[src/rtl/mem_access_stage.sv]
// mem_access_stage: memory-access stage of the five-stage RV32I pipeline.
// Issues word loads/stores on the data-memory bus, stalls the pipeline while
// an access is outstanding and registers the MEM/WB write-back results.
//
// Optional feature macro: MEM_ALIGN_CHECK_EN
//   defined   -> misaligned accesses are suppressed and flagged on mem_misaligned
//   undefined -> no check, dmem_addr[1:0] forced to 0, no mem_misaligned port
//
// Bus handshake: dmem_req is the request valid, dmem_ready is the accept.
// A request is transferred in a cycle where dmem_req=1 and dmem_ready=1; while
// dmem_req=1 and dmem_ready=0 the request (we/addr/wdata) is held stable.
// dmem_ready is ignored when dmem_req=0. For a load, dmem_rvalid returns the
// data no earlier than the cycle after acceptance and is ignored in any cycle
// the FSM is not waiting for it.
module mem_access_stage (
  input  logic        clk,
  input  logic        reset,
  input  logic        ex_mem_memread,
  input  logic        ex_mem_memwrite,
  input  logic        ex_mem_memtoreg,
  input  logic        ex_mem_regwrite,
  input  logic        ex_mem_jal,
  input  logic        ex_mem_jalr,
  input  logic [31:0] ex_mem_alu_result,
  input  logic [31:0] ex_mem_data_read2,
  input  logic [4:0]  ex_mem_reg_dest,
  input  logic [31:0] ex_mem_link_address_reg,
  output logic        dmem_req,
  output logic        dmem_we,
  output logic [31:0] dmem_addr,
  output logic [31:0] dmem_wdata,
  input  logic        dmem_ready,
  input  logic        dmem_rvalid,
  input  logic [31:0] dmem_rdata,
  output logic        mem_stall,
  output logic        mem_wb_regwrite,
  output logic [4:0]  mem_wb_reg_dest,
  output logic [31:0] mem_wb_wb_data,
`ifdef MEM_ALIGN_CHECK_EN
  output logic        mem_misaligned,
`endif
  output logic [1:0]  state_dbg
);

  typedef enum logic [1:0] {
    IDLE   = 2'd0,
    REQ    = 2'd1,
    WAIT_R = 2'd2
  } state_t;

  state_t state, state_next;

  logic        access;
  logic        is_store;
  logic        fault;
  logic        complete;
  logic        req_raw;
  logic [31:0] wb_sel;

  assign access   = ex_mem_memread | ex_mem_memwrite;
  // memread and memwrite together is illegal; the write wins.
  assign is_store = ex_mem_memwrite;

`ifdef MEM_ALIGN_CHECK_EN
  // A misaligned access is only recognised when it starts in IDLE.
  assign fault     = (state == IDLE) & access & (ex_mem_alu_result[1:0] != 2'b00);
  assign dmem_addr = ex_mem_alu_result;
`else
  assign fault     = 1'b0;
  assign dmem_addr = {ex_mem_alu_result[31:2], 2'b00};
`endif

  assign dmem_we    = ex_mem_memwrite;
  assign dmem_wdata = ex_mem_data_read2;
  assign dmem_req   = req_raw & ~reset;
  assign mem_stall  = ~complete;
  assign state_dbg  = state;

  // Next-state, request and completion decode for the current EX/MEM instruction.
  always_comb begin
    state_next = state;
    complete   = 1'b0;
    req_raw    = 1'b0;
    case (state)
      IDLE: begin
        if (!access || fault) begin
          complete = 1'b1;
        end else begin
          req_raw = 1'b1;
          if (dmem_ready) begin
            if (is_store) complete = 1'b1;
            else          state_next = WAIT_R;
          end else begin
            state_next = REQ;
          end
        end
      end
      REQ: begin
        req_raw = 1'b1;
        if (dmem_ready) begin
          if (is_store) begin
            complete   = 1'b1;
            state_next = IDLE;
          end else begin
            state_next = WAIT_R;
          end
        end
      end
      WAIT_R: begin
        if (dmem_rvalid) begin
          complete   = 1'b1;
          state_next = IDLE;
        end
      end
      default: begin
        state_next = IDLE;
      end
    endcase
  end

  // Write-back value: link address for jumps, load data for loads, else ALU result.
  always_comb begin
    wb_sel = ex_mem_alu_result;
    if (ex_mem_jal || ex_mem_jalr) wb_sel = ex_mem_link_address_reg;
    else if (ex_mem_memtoreg)      wb_sel = dmem_rdata;
  end

  // FSM state register.
  always_ff @(posedge clk) begin
    if (reset) state <= IDLE;
    else       state <= state_next;
  end

  // MEM/WB register: results on completion, a bubble on every stalled edge.
  always_ff @(posedge clk) begin
    if (reset) begin
      mem_wb_regwrite <= 1'b0;
      mem_wb_reg_dest <= 5'd0;
      mem_wb_wb_data  <= 32'd0;
    end else if (complete) begin
      mem_wb_regwrite <= ex_mem_regwrite & ~fault;
      mem_wb_reg_dest <= ex_mem_reg_dest;
      mem_wb_wb_data  <= wb_sel;
    end else begin
      mem_wb_regwrite <= 1'b0;
    end
  end

`ifdef MEM_ALIGN_CHECK_EN
  // Single-cycle alignment fault pulse; the faulting access completes at once.
  always_ff @(posedge clk) begin
    if (reset) mem_misaligned <= 1'b0;
    else       mem_misaligned <= fault;
  end
`endif

endmodule

[config.mk]
export PLATFORM = sky130hd
export DESIGN_NAME = mem_access_stage
export DESIGN_NICKNAME = d
export VERILOG_FILES = /design/src/rtl/mem_access_stage.sv
export SDC_FILE = /design/constraint.sdc
export NUM_CORES = 1
export LEC_CHECK = 0
export ABC_AREA = 1
export CORE_ASPECT_RATIO = 0.8
export CORE_UTILIZATION = 30
export CTS_CLUSTER_SIZE = 25
export DETAILED_ROUTE_END_ITERATION = 6
export PLACE_DENSITY = 0.74
export RECOVER_POWER = 25
export SLEW_MARGIN = 20
export SYNTH_ARGS = -nofsm -noshare
export SYNTH_HDL_FRONTEND = slang
export SYNTH_SLANG_ARGS = --single-unit
[constraint.sdc]
create_clock -name clk -period 1.7 [get_ports clk]
set_input_delay 0.17 -clock clk [delete_from_list [all_inputs] [get_ports clk]]
set_output_delay 0.17 -clock clk [all_outputs]
set_load 0.005 [all_outputs]
Yosys cells after proc, flatten, opt, wreduce, memory -nomap -nowiden
Cells that the tools add are included.
Cells by class
  eq/ne operators: 6
  bitwise operators: 4
  reduce and logical (&&, ||, !) cells: 4
  muxes and demuxes: 16
Operators with widths (count)
  $mux 32: 2
  $mux 2: 6
  $ne 2x2->1 const B: 3
  $pmux 2 s3: 1
  $mux 1: 5
  $reduce_and 4->1: 1
  $ne 3x3->1 const B: 1
  $pmux 1 s3: 1
  $eq 2x1->1 const B: 1
  $eq 2x2->1 const B: 1
  $logic_not 2->1: 1
  $not 1->1: 2
  $pmux 1 s2: 1
  $reduce_or 2->1: 1
  $and 1x1->1: 1
  $logic_or 1x1->1: 1
  $or 1x1->1: 1
Storage, ports and cells
  output and inout port bits: 107
  bits in registers: 40
  word-level logic and storage cells: 34

Depth between registers and ports, before layout
Gate-level depths: netlist (run 1).
  word-level depth: 6
  depth in mapped cells: 9
  gate-level depth less buffers: 7

Least setup slack after synthesis (run 1)
Ideal clock, no wire load.
  path type: flip-flop to flip-flop
  start point: reg state[1] (netlist: state_dbg[1])
  end point: reg mem_wb_wb_data[0]
  path buffers: 2
  slack: 474 ps
  data required time: 1587 ps
  data arrival time: 1113 ps
  clock period less this slack: 1226 ps
  cell stages (with the launch flop): 9
  path through: dfxtp_1 -> nor2_2 -> inv_2 -> a21oi_2 -> nor2_2 -> buf_6 -> buf_6 -> nor2_1 -> nor2_1
On the way
  cells in the longest elaborated chain, start to end: 2
Ends and longest elaborated chain
  from (decl): line 51  | state_t state, state_next;
  from (signal assigned): line 131  | else state <= state_next;
  $eq 2x2->1 (tied with other cells): line 84  | case (state)
  $pmux 1 s3 (*): line 84
  to (signal assigned): line 143  | mem_wb_wb_data <= wb_sel;
  to (decl): line 38  | output logic [31:0] mem_wb_wb_data,
Every way passes the cells marked *; elsewhere a longest branch is shown, timed or not.
A chain may end at the register's enable or synchronous reset.

Final worst setup path (run 1)
  start point: in ex_mem_memwrite
  end point: out mem_stall
On the way
  cells in the longest elaborated chain, start to end: 5
Ends and longest elaborated chain
  from (decl): line 19  | input logic ex_mem_memwrite,
  $mux 1: line 91, 101
  $mux 1: line 100  | if (dmem_ready) begin
  $mux 1: line 86  | if (!access || fault) begin
  $pmux 1 s3 (*): line 84
  $not 1->1 (no line) (*)
  to (decl): line 35  | output logic mem_stall,
Marks and branches as above.

==> results.json, run 1 <==
{
  "power.share.combinational_pct": 37.4,
  "vias": 3517,
  "cts_tree": "yes",
  "synth_async_sr_flop_share_pct": 0,
  "clock_tree.root_cell": "sky130_fd_sc_hd__clkbuf_16",
  "place.port_buffers": 183,
  "area_added_between_synthesis_and_finish_pct": 53.2,
  "drc": 0,
  "final_gp_congestion": 0.795,
  "postLayoutCellArea_mm2": 0.00481,
  "finalNetCount": 796,
  "fp.dieH_um": 93.5,
  "detail_route.wirelength_mm": 10.2,
  "drt_iter0_markers": 202,
  "grt_pass1_wl_mm": 15.9,
  "n_fill_cell": 1066,
  "ys_seq_elements": 40,
  "hold_viol_final": 0,
  "power.total_uw": 3310,
  "yosysMostFrequentCell": "sky130_fd_sc_hd__nor2_1",
  "setup_total_negative_slack_ns": 0,
  "drive_above_1_share_pct": 5.05,
  "grt_overflow_total": 0,
  "timing.critical_path.required_ns": 1.53,
  "detailed_place.area_mm2": 0.00465,
  "antenna_violations_before_repair": 0,
  "power.share.sequential_pct": 34.0,
  "clockBufferDepth": 2,
  "synth_largest_area_cell": "sky130_fd_sc_hd__dfxtp_1",
  "p_leak_uw": 0.00221,
  "core-area_mm2": 0.0102,
  "instance_count_of_the_mapped_netlist": 545,
  "cap_viol_max_count": 0,
  "floorplan.initialDensity_pct": 30.8,
  "dieArea_mm2": 0.0109,
  "antenna_violating_nets_post_route": 0,
  "synthFlopType": "sky130_fd_sc_hd__dfxtp_1",
  "internal_power_uw": 2330,
  "worst_ir_drop_vdd_mv": 0.349,
  "drt-wirelength-per-cell_um": 12.8,
  "crit_path_end_kind": "output pin",
  "htreeDepth": 2,
  "timing.slew.headroom_pct": 63.6,
  "timing.final.max_slew_violations": 0,
  "worst_hold_path_type": "primary input to output pin",
  "largest_net_degree_at_the_start_of_global_routing": 65,
  "criticalPathCategory": "primary input to output pin",
  "clock-skew-final_ns": 0.00372,
  "fraction_of_post_synthesis_cell_area_in_the_top_cell_type_by_area_pct": 25.5,
  "die-width_um": 116,
  "p_per_area_mw_per_mm2": 687,
  "net-switching-power_uw": 976,
  "timing_worst_slew_pin_value_ns": 0.544,
  "worst_path_fanout_max": 4,
  "cts_inserted_buffers": 5,
  "setup-violations-final": 0,
  "sequential_fraction_of_the_synthesis_area_pct": 25.5,
  "mappedNetlistArea_mm2": 0.00314,
  "crit_arrival_ns": 1.41,
  "detailedRoute.firstPassIterationCount": 4,
  "rsz_0062_raised_after_global_routing": "false",
  "post_route_fraction_of_the_period_consumed_by_the_critical_path_pct": 92.8,
  "synth.distinct_cells": 21,
  "rows": 33,
  "outcome": "completed",
  "placement.setup.worst_slack_ns": -0.251,
  "cts.sink_count": 40,
  "switching_share_pct": 29.5,
  "floorplan.io_pins": 250,
  "antenna_cells_inserted": 0,
  "cts.repair_timing.setup_buffer_count": 0,
  "grt_util_all_layers_pct": 18.6,
  "ys.warnings.count": 0,
  "max_freq_mhz": 634,
  "p_clk_share_pct": 28.6,
  "synth_area_leaders": "sky130_fd_sc_hd__dfxtp_1, sky130_fd_sc_hd__buf_4, sky130_fd_sc_hd__nor2_1",
  "via_per_inst": 4.43,
  "final_critical_path_setup_slack_ns": 0.122,
  "synth_edf_count": 0,
  "synthesis.area_per_instance_um2": 5.76,
  "dpl.hpwl_mm": 7.37,
  "synth.cells.most_frequent": "sky130_fd_sc_hd__nor2_1, sky130_fd_sc_hd__nand2_1, sky130_fd_sc_hd__inv_1, sky130_fd_sc_hd__buf_4, sky130_fd_sc_hd__o21ai_0",
  "cp-start-kind": "primary input",
  "grt_pass1_vias": 3393,
  "period_needed_ns": 1.58,
  "insertion_delay_ns": 0.28
}
==> power groups by stage <==
stage          sequential (µW)  combinational (µW)  clock (µW)
2_1_floorplan             1150                 638           0
3_3_place_gp              1140                1230           0
3_5_place_dp              1140                1250           0
4_1_cts                   1130                1250         976
5_1_grt                   1140                1380        1020
6_report                  1130                1240         947
==> metrics by stage <==
step                      hold WS (ns)  utilization, %  std cells
after CTS                        0.340            47.1        793
final                            0.340            47.2        794
after detailed placement         0.340            45.6        785
after floorplan                  0.247               -        546
after global routing             0.340            47.2        794
after global placement           0.340            45.6        785
==> sequential cells by signal (all words and copies together) (netlist names) <==
register / count
state_dbg: 2
mem_wb_regwrite: 1
mem_wb_reg_dest: 5
mem_wb_wb_data: 32
==> worst max-delay path, cell delays in order <==
cell                              delay [ns]
sky130_fd_sc_hd__clkdlybuf4s50_1        0.50
sky130_fd_sc_hd__nand2_1                0.13
sky130_fd_sc_hd__o21ai_1                0.25
sky130_fd_sc_hd__nor2_4                 0.07
sky130_fd_sc_hd__dlygate4sd2_1          0.29
==> repair_timing <==
item | CTS | global route
gates cloned | 0 | 1
hold buffers | 0 | 0
setup endpoints to repair | 39 | 38
endpoints found under the hold margin | 0 | 0
gates resized for setup | 4 | 4
pin swaps | 0 | 1
==> layer usage <==
| layer | GRT usage [%] | part of all wire (%) | vias up |
|---|---|---|---|
| met3 | 6.03 | 8.9 | 10 |
| met5 | 0 | 0 | - |
| met2 | 32.6 | 48 | 153 |
| met1 | 21.6 | 42 | 1553 |
| li1 | - | - | 1801 |
| met4 | 4.70 | 0.91 | 0 |
==> layout make-up <==
cell class / count / area [µm²] / area share, %
Clock buffer: 6 / 139 / 2.88
Clock inverter: 2 / 10.0 / 0.208
Inverter: 76 / 285 / 5.93
Multi-Input combinational cell: 335 / 1440 / 30.0
Sequential cell: 40 / 806 / 16.7
Tap cell: 140 / 175 / 3.64
Timing Repair Buffer: 195 / 1960 / 40.6
==> worst paths after layout <==
path / from / endpoint / slack, ns / depth (start not counted)
worst max-delay path: ex_mem_memwrite / mem_stall / 0.12 / 5
worst min-delay path: ex_mem_data_read2[12] / dmem_wdata[12] / 0.34 / 0
worst max register to register: state_dbg[0] / mem_wb_wb_data[28] / 0.22 / 7
worst min register to register: state_dbg[1] / state_dbg[0] / 0.50 / 1
==> layout by cell type (no fill, tap or decap), types with 2 or more instances in the layout <==
cell type                         Yosys  routed
sky130_fd_sc_hd__clkdlybuf4s50_1      0     178
sky130_fd_sc_hd__nor2_1             110     109
sky130_fd_sc_hd__nand2_1            109     108
sky130_fd_sc_hd__inv_1               74      74
sky130_fd_sc_hd__o21ai_0             46      46
sky130_fd_sc_hd__nand3_1             39      39
sky130_fd_sc_hd__dfxtp_1             40      38
sky130_fd_sc_hd__o21ai_1             19      19
sky130_fd_sc_hd__buf_4               69       8
sky130_fd_sc_hd__nor2_4               1       5
sky130_fd_sc_hd__clkbuf_16            0       5
sky130_fd_sc_hd__buf_12               0       3
sky130_fd_sc_hd__inv_2                2       2
sky130_fd_sc_hd__nand2_2              1       2
sky130_fd_sc_hd__a21oi_1              2       2
sky130_fd_sc_hd__conb_1               1       2
sky130_fd_sc_hd__clkinv_2             0       2
sky130_fd_sc_hd__dlygate4sd3_1        0       2
==> logic make-up (layout without fill, tap and decap cells) <==
family / after synthesis / count (layout) / synth area share [%]
AND/OR/NAND/NOR: 263 / 264 / 33.5
buffers and inverters: 172 / 279 / 29.7
AO/OA/AOI/OAI: 69 / 69 / 11.2
flip-flops: 40 / 40 / 25.5
other: 1 / 2 / 0.119
Note: power is estimated with default switching activity, not from simulation.
==> run 2, diff against run 1 <==
--- a/config.mk
+++ b/config.mk
@@ -11,7 +11,6 @@
 export CTS_CLUSTER_SIZE = 25
 export DETAILED_ROUTE_END_ITERATION = 6
 export PLACE_DENSITY = 0.74
-export RECOVER_POWER = 25
 export SLEW_MARGIN = 20
 export SYNTH_ARGS = -nofsm -noshare
 export SYNTH_HDL_FRONTEND = slang
==> run 2 against run 1 <==
Against the previous run: count of clock-buffer cells in the layout is the same; maximum frequency rose by 0.73%; global-route usage unchanged; critical path depth stayed put; non-clock buffer count is the same; sequential power barely moved; clock power about the same; critical endpoint unchanged.
==> results.json, run 2 (synthesized netlist as in run 1, its figures left out) <==
{
  "outcome": "completed",
  "via_per_inst": 4.42,
  "timing.critical_path.required_ns": 1.53,
  "antenna_violations_before_repair": 0,
  "rsz_0062_raised_after_global_routing": "false",
  "timing.slew.headroom_pct": 63.4,
  "die-width_um": 116,
  "hold_viol_final": 0,
  "drc": 0,
  "grt_overflow_total": 0,
  "final_gp_congestion": 0.795,
  "criticalPathCategory": "primary input to output pin",
  "vias": 3509,
  "worst_ir_drop_vdd_mv": 0.349,
  "drive_above_1_share_pct": 5.05,
  "htreeDepth": 2,
  "largest_reg_flops": 32,
  "dieArea_mm2": 0.0109,
  "p_per_area_mw_per_mm2": 687,
  "core-area_mm2": 0.0102,
  "post_route_fraction_of_the_period_consumed_by_the_critical_path_pct": 92.1,
  "setup-violations-final": 0,
  "layout.cells.most_common": "sky130_fd_sc_hd__clkdlybuf4s50_1",
  "final_critical_path_setup_slack_ns": 0.134,
  "power.total_uw": 3320,
  "cts_inserted_buffers": 5,
  "clockBufferDepth": 2,
  "dpl.hpwl_mm": 7.37,
  "worst_hold_path_type": "primary input to output pin",
  "cts.sink_count": 40,
  "floorplan.io_pins": 250,
  "mostFrequentLayoutCells": "sky130_fd_sc_hd__clkdlybuf4s50_1, sky130_fd_sc_hd__nor2_1, sky130_fd_sc_hd__nand2_1",
  "drt-wirelength-per-cell_um": 12.8,
  "floorplan.initialDensity_pct": 30.8,
  "place.port_buffers": 183,
  "p_leak_uw": 0.00221,
  "crit_path_end_kind": "output pin",
  "worst_path_fanout_max": 4,
  "timing_worst_slew_pin_value_ns": 0.548,
  "cts_tree": "yes",
  "placement.setup.worst_slack_ns": -0.251,
  "detail_route.wirelength_mm": 10.2,
  "rows": 33,
  "cts.repair_timing.setup_buffer_count": 0,
  "crit_arrival_ns": 1.40,
  "timing.final.max_slew_violations": 0,
  "detailedRoute.firstPassIterationCount": 4,
  "fp.dieH_um": 93.5,
  "worst_hold_path.num_cells": 0,
  "power.share.sequential_pct": 33.9,
  "p_clk_share_pct": 28.5,
  "antenna_violating_nets_post_route": 0,
  "largest_net_degree_at_the_start_of_global_routing": 65,
  "grt_util_all_layers_pct": 18.6,
  "final_core_utilization_pct": 47.3,
  "area_added_between_synthesis_and_finish_pct": 53.6,
  "antenna_cells_inserted": 0,
  "cp-start-kind": "primary input",
  "grt_pass1_vias": 3393,
  "setup_total_negative_slack_ns": 0,
  "net-switching-power_uw": 976,
  "clock_tree.root_cell": "sky130_fd_sc_hd__clkbuf_16",
  "clock-skew-final_ns": 0.00372,
  "cap_viol_max_count": 0,
  "finalNetCount": 796,
  "top_register": "mem_wb_wb_data",
  "max_freq_mhz": 639,
  "period_needed_ns": 1.57,
  "power.share.combinational_pct": 37.5,
  "insertion_delay_ns": 0.28,
  "grt_pass1_wl_mm": 15.9,
  "internal_power_uw": 2340,
  "switching_share_pct": 29.4,
  "hold_slack_ns": 0.340,
  "drt_iter0_markers": 199,
  "r2r.worst_path.cells": 7
}
-- run 2: cell count changes in the layout (fill, tap and decap cells not counted) --
cell / delta
sky130_fd_sc_hd__buf_12: +1
sky130_fd_sc_hd__clkdlybuf4s50_1: +2
sky130_fd_sc_hd__clkbuf_4: -1
sky130_fd_sc_hd__dlygate4sd3_1: -2
-- run 2: layout make-up --
type	count	area, µm²
timing repair buffer	195	1970
clock buffer	6	139
sequential	40	806
multi-input combinational	335	1440
tap	140	175
clock inverter	2	10.0
inverter	76	285
fill	1064	5370
-- run 2: per-layer routing --
metal  share of wire (%)  vias up  GRT usage [%]
li1                    -     1800              -
met1                  43     1550           21.6
met2                  48      147           32.6
met3                 8.5       12           6.03
met4                 1.0        0           4.70
met5                   0        -              0
-- run 2: final timing paths --
check	endpoint	from	slack, ns
setup reg to reg	mem_wb_wb_data[13]	state_dbg[0]	0.22
hold reg to reg	state_dbg[0]	state_dbg[1]	0.50
hold / removal	dmem_wdata[12]	ex_mem_data_read2[12]	0.34
setup / recovery	mem_stall	ex_mem_memwrite	0.13
-- run 2: power by group through the flow --
stage	clock [µW]	combinational (µW)	sequential, µW
after CTS	976	1250	1130
after global routing	1020	1390	1140
final	947	1250	1130
after detailed placement	0	1250	1140
after global placement	0	1230	1140
after floorplan	0	638	1150
-- run 2: critical path: stages --
cell and delay (ns):
sky130_fd_sc_hd__clkdlybuf4s50_1 0.50, sky130_fd_sc_hd__nand2_1 0.13, sky130_fd_sc_hd__o21ai_1 0.24, sky130_fd_sc_hd__nor2_4 0.07, sky130_fd_sc_hd__dlygate4sd2_1 0.29
-- run 2: what timing repair did --
item	in CTS	in global routing
hold buffers	0	0
gates resized for setup	4	4
cloned	0	1
endpoints found under the setup margin	39	38
hold endpoints to repair	0	0
pin swaps	0	1
-- run 2: through the flow --
step           std cells  cell area, µm²
6_report             794            4830
5_1_grt              794            4830
4_1_cts              793            4810
3_5_place_dp         785            4650
3_3_place_gp         785            4650
2_1_floorplan        546            3150
==> run 3, diff against run 2 <==
--- a/config.mk
+++ b/config.mk
@@ -11,6 +11,7 @@
 export CTS_CLUSTER_SIZE = 25
 export DETAILED_ROUTE_END_ITERATION = 6
 export PLACE_DENSITY = 0.74
+export SKIP_CTS_REPAIR_TIMING = 1
 export SLEW_MARGIN = 20
 export SYNTH_ARGS = -nofsm -noshare
 export SYNTH_HDL_FRONTEND = slang
==> run 3 against run 2 <==
Against the previous run: hold slack unchanged; non-clock buffer count increased by 2; sequential share of layout area decreased by 0.16 points; sequential power about the same; critical path type is now register to register; die area unchanged; maximum frequency increased by 4.2%; cell count increased by 0.25%; flip-flop and latch count unchanged.
==> results.json, run 3 (synthesized netlist as in run 1, its figures left out) <==
{
  "grt_util_all_layers_pct": 18.6,
  "rows": 33,
  "largest_reg_flops": 32,
  "antenna_cells_inserted": 0,
  "grt_pass1_wl_mm": 15.9,
  "floorplan.initialDensity_pct": 30.8,
  "drive_above_1_share_pct": 5.03,
  "crit_path_end_kind": "register",
  "drt-wirelength-per-cell_um": 12.9,
  "period_needed_ns": 1.50,
  "hold_slack_ns": 0.340,
  "setup-violations-final": 0,
  "insertion_delay_ns": 0.27,
  "place.port_buffers": 183,
  "power.share.sequential_pct": 33.8,
  "die-width_um": 116,
  "met3WireLength_um": 896,
  "htreeDepth": 2,
  "final_critical_path_setup_slack_ns": 0.197,
  "net-switching-power_uw": 975,
  "layout.cells.most_common": "sky130_fd_sc_hd__clkdlybuf4s50_1",
  "rsz_0062_raised_after_global_routing": "false",
  "grt_overflow_total": 0,
  "crit_arrival_ns": 1.68,
  "postLayoutCellArea_mm2": 0.00485,
  "largest_net_degree_at_the_start_of_global_routing": 65,
  "met2RoutedLength_mm": 4.86,
  "placement.setup.worst_slack_ns": -0.251,
  "p_clk_share_pct": 28.3,
  "switching_share_pct": 29.3,
  "post_route_fraction_of_the_period_consumed_by_the_critical_path_pct": 88.4,
  "timing_worst_slew_pin_value_ns": 0.497,
  "antenna_violations_before_repair": 0,
  "top_register": "mem_wb_wb_data",
  "cts_inserted_buffers": 5,
  "fp.dieH_um": 93.5,
  "worst_hold_path_type": "primary input to output pin",
  "max_freq_mhz": 666,
  "area_added_between_synthesis_and_finish_pct": 54.4,
  "core-area_mm2": 0.0102,
  "via_per_inst": 4.47,
  "clockBufferDepth": 2,
  "cap_viol_max_count": 0,
  "mostFrequentLayoutCells": "sky130_fd_sc_hd__clkdlybuf4s50_1, sky130_fd_sc_hd__nand2_1, sky130_fd_sc_hd__nor2_1",
  "final_gp_congestion": 0.795,
  "criticalPathCategory": "register to register",
  "cts.sink_count": 40,
  "hold_viol_final": 0,
  "maxUsedRoutingLayer": "met4",
  "worst_ir_drop_vdd_mv": 0.357,
  "cts_tree": "yes",
  "floorplan.io_pins": 250,
  "drc": 0,
  "clock-skew-final_ns": 0.00210,
  "drt_iter0_markers": 173,
  "power.share.combinational_pct": 37.9,
  "outcome": "completed",
  "antenna_violating_nets_post_route": 0,
  "worst_path_fanout_max": 18,
  "p_per_area_mw_per_mm2": 686,
  "setup_total_negative_slack_ns": 0,
  "timing.critical_path.required_ns": 1.87,
  "finalNetCount": 798,
  "vias": 3556,
  "p_leak_uw": 0.00223,
  "clock_slew_at_the_register_clock_pins_of_the_worst_setup_and_hold_paths_ns": 0.06,
  "dieArea_mm2": 0.0109,
  "detailed_place.area_mm2": 0.00465,
  "grt_pass1_vias": 3382,
  "detail_route.wirelength.met1_mm": 4.39,
  "detailedRoute.firstPassIterationCount": 4,
  "timing.final.max_slew_violations": 0,
  "clock_tree.root_cell": "sky130_fd_sc_hd__clkbuf_16",
  "internal_power_uw": 2350,
  "dpl.hpwl_mm": 7.37,
  "detail_route.wirelength_mm": 10.3,
  "cp-start-kind": "register",
  "timing.slew.headroom_pct": 66.8
}
==> run 3: changes by cell type in the layout (fill, tap and decap cells not counted), sizes merged <==
cell          change
dlygate4sd2       -1
buf               +2
dlymetal6s2s      +1
==> run 3: metrics by stage <==
stage                     total power [µW]  std cells  util (%)
final                                 3330        796      47.6
after detailed placement              2390        785      45.6
after CTS                             3360        793      47.1
after global placement                2360        785      45.6
after floorplan                       1780        546         -
after global routing                  3570        796      47.6
==> run 3: power groups by stage <==
| stage | clock network [µW] | registers [µW] | logic [µW] |
|---|---|---|---|
| 2_1_floorplan | 0 | 1150 | 638 |
| 3_3_place_gp | 0 | 1140 | 1230 |
| 3_5_place_dp | 0 | 1140 | 1250 |
| 4_1_cts | 976 | 1130 | 1250 |
| 5_1_grt | 1020 | 1140 | 1400 |
| 6_report | 941 | 1120 | 1260 |
==> run 3: worst max-delay path, cell delays in order, from the launching register on <==
cell	delay (ns)
sky130_fd_sc_hd__dfxtp_1	0.40
sky130_fd_sc_hd__inv_1	0.12
sky130_fd_sc_hd__nand2_1	0.08
sky130_fd_sc_hd__nor2_1	0.10
sky130_fd_sc_hd__nor2_4	0.41
sky130_fd_sc_hd__nand3_1	0.15
sky130_fd_sc_hd__nand2_1	0.09
sky130_fd_sc_hd__nor2_1	0.04
==> run 3: area by class of cell <==
class | instances | area (µm²)
clock buffers | 6 | 139
clock inverters | 2 | 10.0
fillers | 1063 | 5350
inverters | 76 | 285
multi-input cells | 335 | 1440
flip-flops and latches | 40 | 802
well taps | 140 | 175
repair buffers | 197 | 2000
==> run 3: per-layer routing <==
layer	up-vias	track usage, %
met3	12	6.09
met1	1595	21.6
met2	149	32.4
met4	0	4.70
met5	-	0
li1	1800	-
==> run 3: final timing paths <==
path / from / to / slack (ns) / cells past startpoint
setup / recovery: state_dbg[0] / mem_wb_wb_data[20] / 0.20 / 7
hold / removal: ex_mem_data_read2[12] / dmem_wdata[12] / 0.34 / 0
setup reg to reg: state_dbg[0] / mem_wb_wb_data[20] / 0.20 / 7
hold reg to reg: state_dbg[1] / state_dbg[0] / 0.52 / 1
==> edit (config.mk and constraints of run 3) <==
Build with the macro `MEM_ALIGN_CHECK_EN` defined.
--- a/src/rtl/mem_access_stage.sv
+++ b/src/rtl/mem_access_stage.sv
@@ -13,4 +13,6 @@
 // data no earlier than the cycle after acceptance and is ignored in any cycle
 // the FSM is not waiting for it.
+`define MEM_ALIGN_CHECK_EN
+
 module mem_access_stage (
   input  logic        clk,
Check against the original RTL (old outputs only; new: mem_misaligned): not equivalent (a bounded check fails within 4 cycles, from zero or initial values and one cycle with reset high).
==> edit against run 3 <==
Sequential cell count is 1 higher; wire length is 6.3% lower; cell area is 1.1% lower; via count is 1.5% lower; area after synthesis is 1.4% lower; maximum frequency is 2.3% lower; setup slack worse by 35 ps; highest routed layer unchanged.
Power is not compared: it rests on default switching activity, and its combinational part moved more than twofold at a synthesized area within 25%.
==> edit: results (changes against run 3) <==
stage,metric,value,unit,change
final_layout,nNetsFinal,754,,was 798
route,route.met2.wl,4430,microns,was 4860 microns
synthesis,syn_avg_cell_area,6.20,sq um,was 5.76 sq um
route,wirelength,9620,microns,was 10300 microns
clock_network,clock_latency,280,ps,
clock_network,cts_root_buf,clkbuf_16,,unchanged
synthesis,syn_nets,643,,
grt,grt_max_degree,75,,was 65
synthesis,synth-compound-area-share,0.220,,was 0.112
synthesis,synth-xor-area-share,0,,unchanged
synthesis,synthAdderAreaFrac,0,,unchanged
route,wl_met3,725,microns,was 896 microns
final_layout,largest_reg_flops,32,,unchanged
final_layout,layout-drive-gt1-share,0.0572,,was 0.0503
synthesis,yosys_warnings,0,,unchanged
final_layout,regMostFlops,mem_wb_wb_data,,unchanged
clock_network,max-clock-path-buffers,2,,unchanged
route,routedWlPerCell,12.9,microns,about the same
critical_path,cp.arrival,1370,ps,was 1680 ps
synthesis,synth_cell_types,19,,was 21
place,dp_hpwl,7060,microns,was 7370 microns
critical_path,worstSetupPathType,reg -> out,,was reg -> reg
place,gp_congestion,0.754,,was 0.795
pwr,p_leak,0.00201,uW,
place,dpl_cell_area,4600,sq um,was 4650 sq um
grt,grt_util_all_layers,0.175,,was 0.186
synthesis,yosys-top-cells-count,"81 x o21ai_0, 79 x nor2_1, 70 x buf_4, 48 x inv_1, 46 x nand2_1",,"was 110 x nor2_1, 109 x nand2_1, 74 x inv_1, 69 x buf_4, 46 x o21ai_0"
pwr,peakVddDrop,0.560,mV,
min_path,hp-class,in -> reg,,was in -> out
clock_network,cts_buffers,5,,unchanged
clock_network,htreeDepth,2,,unchanged
route,vias,3504,,was 3556
grt,grt_pass1_vias,3233,,was 3382
place,io_buffers,186,,was 183
synthesis,synth.area.top_cells,"dfxtp_1 26%, buf_4 17%, o21ai_0 13%",,"was dfxtp_1 25%, buf_4 16%, nor2_1 13%"
timing,maxSlewHeadroom,0.661,,was 0.668
route,drt_iter0_markers,220,,was 173
grt,grt_pass1_wl,15100,microns,was 15900 microns
clock_network,clkTransAtPathRegs,60,ps,about the same
timing,fin_worst_skew,3.52,ps,was 2.10 ps
synthesis,ys.flop_type,dfxtp_1,,unchanged
grt,antenna_found_initial,0,,unchanged
synthesis,yosysSeqAreaShare,0.265,,was 0.255
synthesis,ys_async_sr_fraction,0,,unchanged
route,met1Wirelength,4360,microns,was 4390 microns
critical_path,cp_max_fo,7,,was 18
place,placed_cells,739,,was 785
outcome,status,finished clean,,unchanged
route,top_layer,met4,,unchanged
final_layout,n_antenna_cell,0,,unchanged
## edit: changes by cell type after synthesis, sizes merged, moves of 2 or more
cell	delta
a21oi	+35
buf	-2
clkbuf	+6
inv	-27
nand2	-64
nand3	+6
nor2	-32
o21ai	+32
## edit: critical path, cell delays in order, from the launching register on
cell	delay (ps)
dfxtp_4	370
nor2_4	190
nand2_2	80
nand3_1	80
nand2_2	60
and2_1	150
dlymetal6s2s_1	150
## edit: per-layer routing
metal / GRT usage / vias to the layer above
met3: 0.0569 / 11
met4: 0.0417 / 0
met5: 0 / -
li1: - / 1764
met2: 0.288 / 132
met1: 0.218 / 1597
## edit: final cells by class
| cell class | count | area [sq um] |
|---|---|---|
| clock inverters | 1 | 5.00 |
| clock buffers | 7 | 153 |
| fillers | 979 | 5050 |
| flip-flops and latches | 41 | 828 |
| multi-input cells | 310 | 1420 |
| repair buffers | 204 | 2030 |
| inverters | 49 | 184 |
| well taps | 136 | 170 |
## edit: metrics by stage
step | TNS, ps | setup slack [ps]
global route | 0 | 52.6
floorplan | 0 | 384
detailed placement | -8160 | -248
global placement | -5420 | -166
finish | 0 | 163
CTS | -1250 | -202
## edit: path summary, 6_finish.rpt
check / to / start / slack [ps] / depth (start not counted)
worst min-delay path: state_dbg[1] / ex_mem_memwrite / 330 / 4
worst max register to register: mem_wb_wb_data[25] / state_dbg[1] / 170 / 8
worst min register to register: mem_wb_wb_data[17] / mem_wb_wb_data[17] / 540 / 4
worst max-delay path: mem_stall / state_dbg[0] / 160 / 6
## edit: cells by family after synthesis
logic type,after synthesis
DFF,41
and+or+nand+nor,174
buffers and inverters,149
AOI/OAI and AO/OA,136
## edit: power breakdown
group	leakage (uW)	internal (uW)	switching (uW)
sequential	0.000342	1430	246
clock	0.0000799	621	366
combinational	0.00159	1840	1760
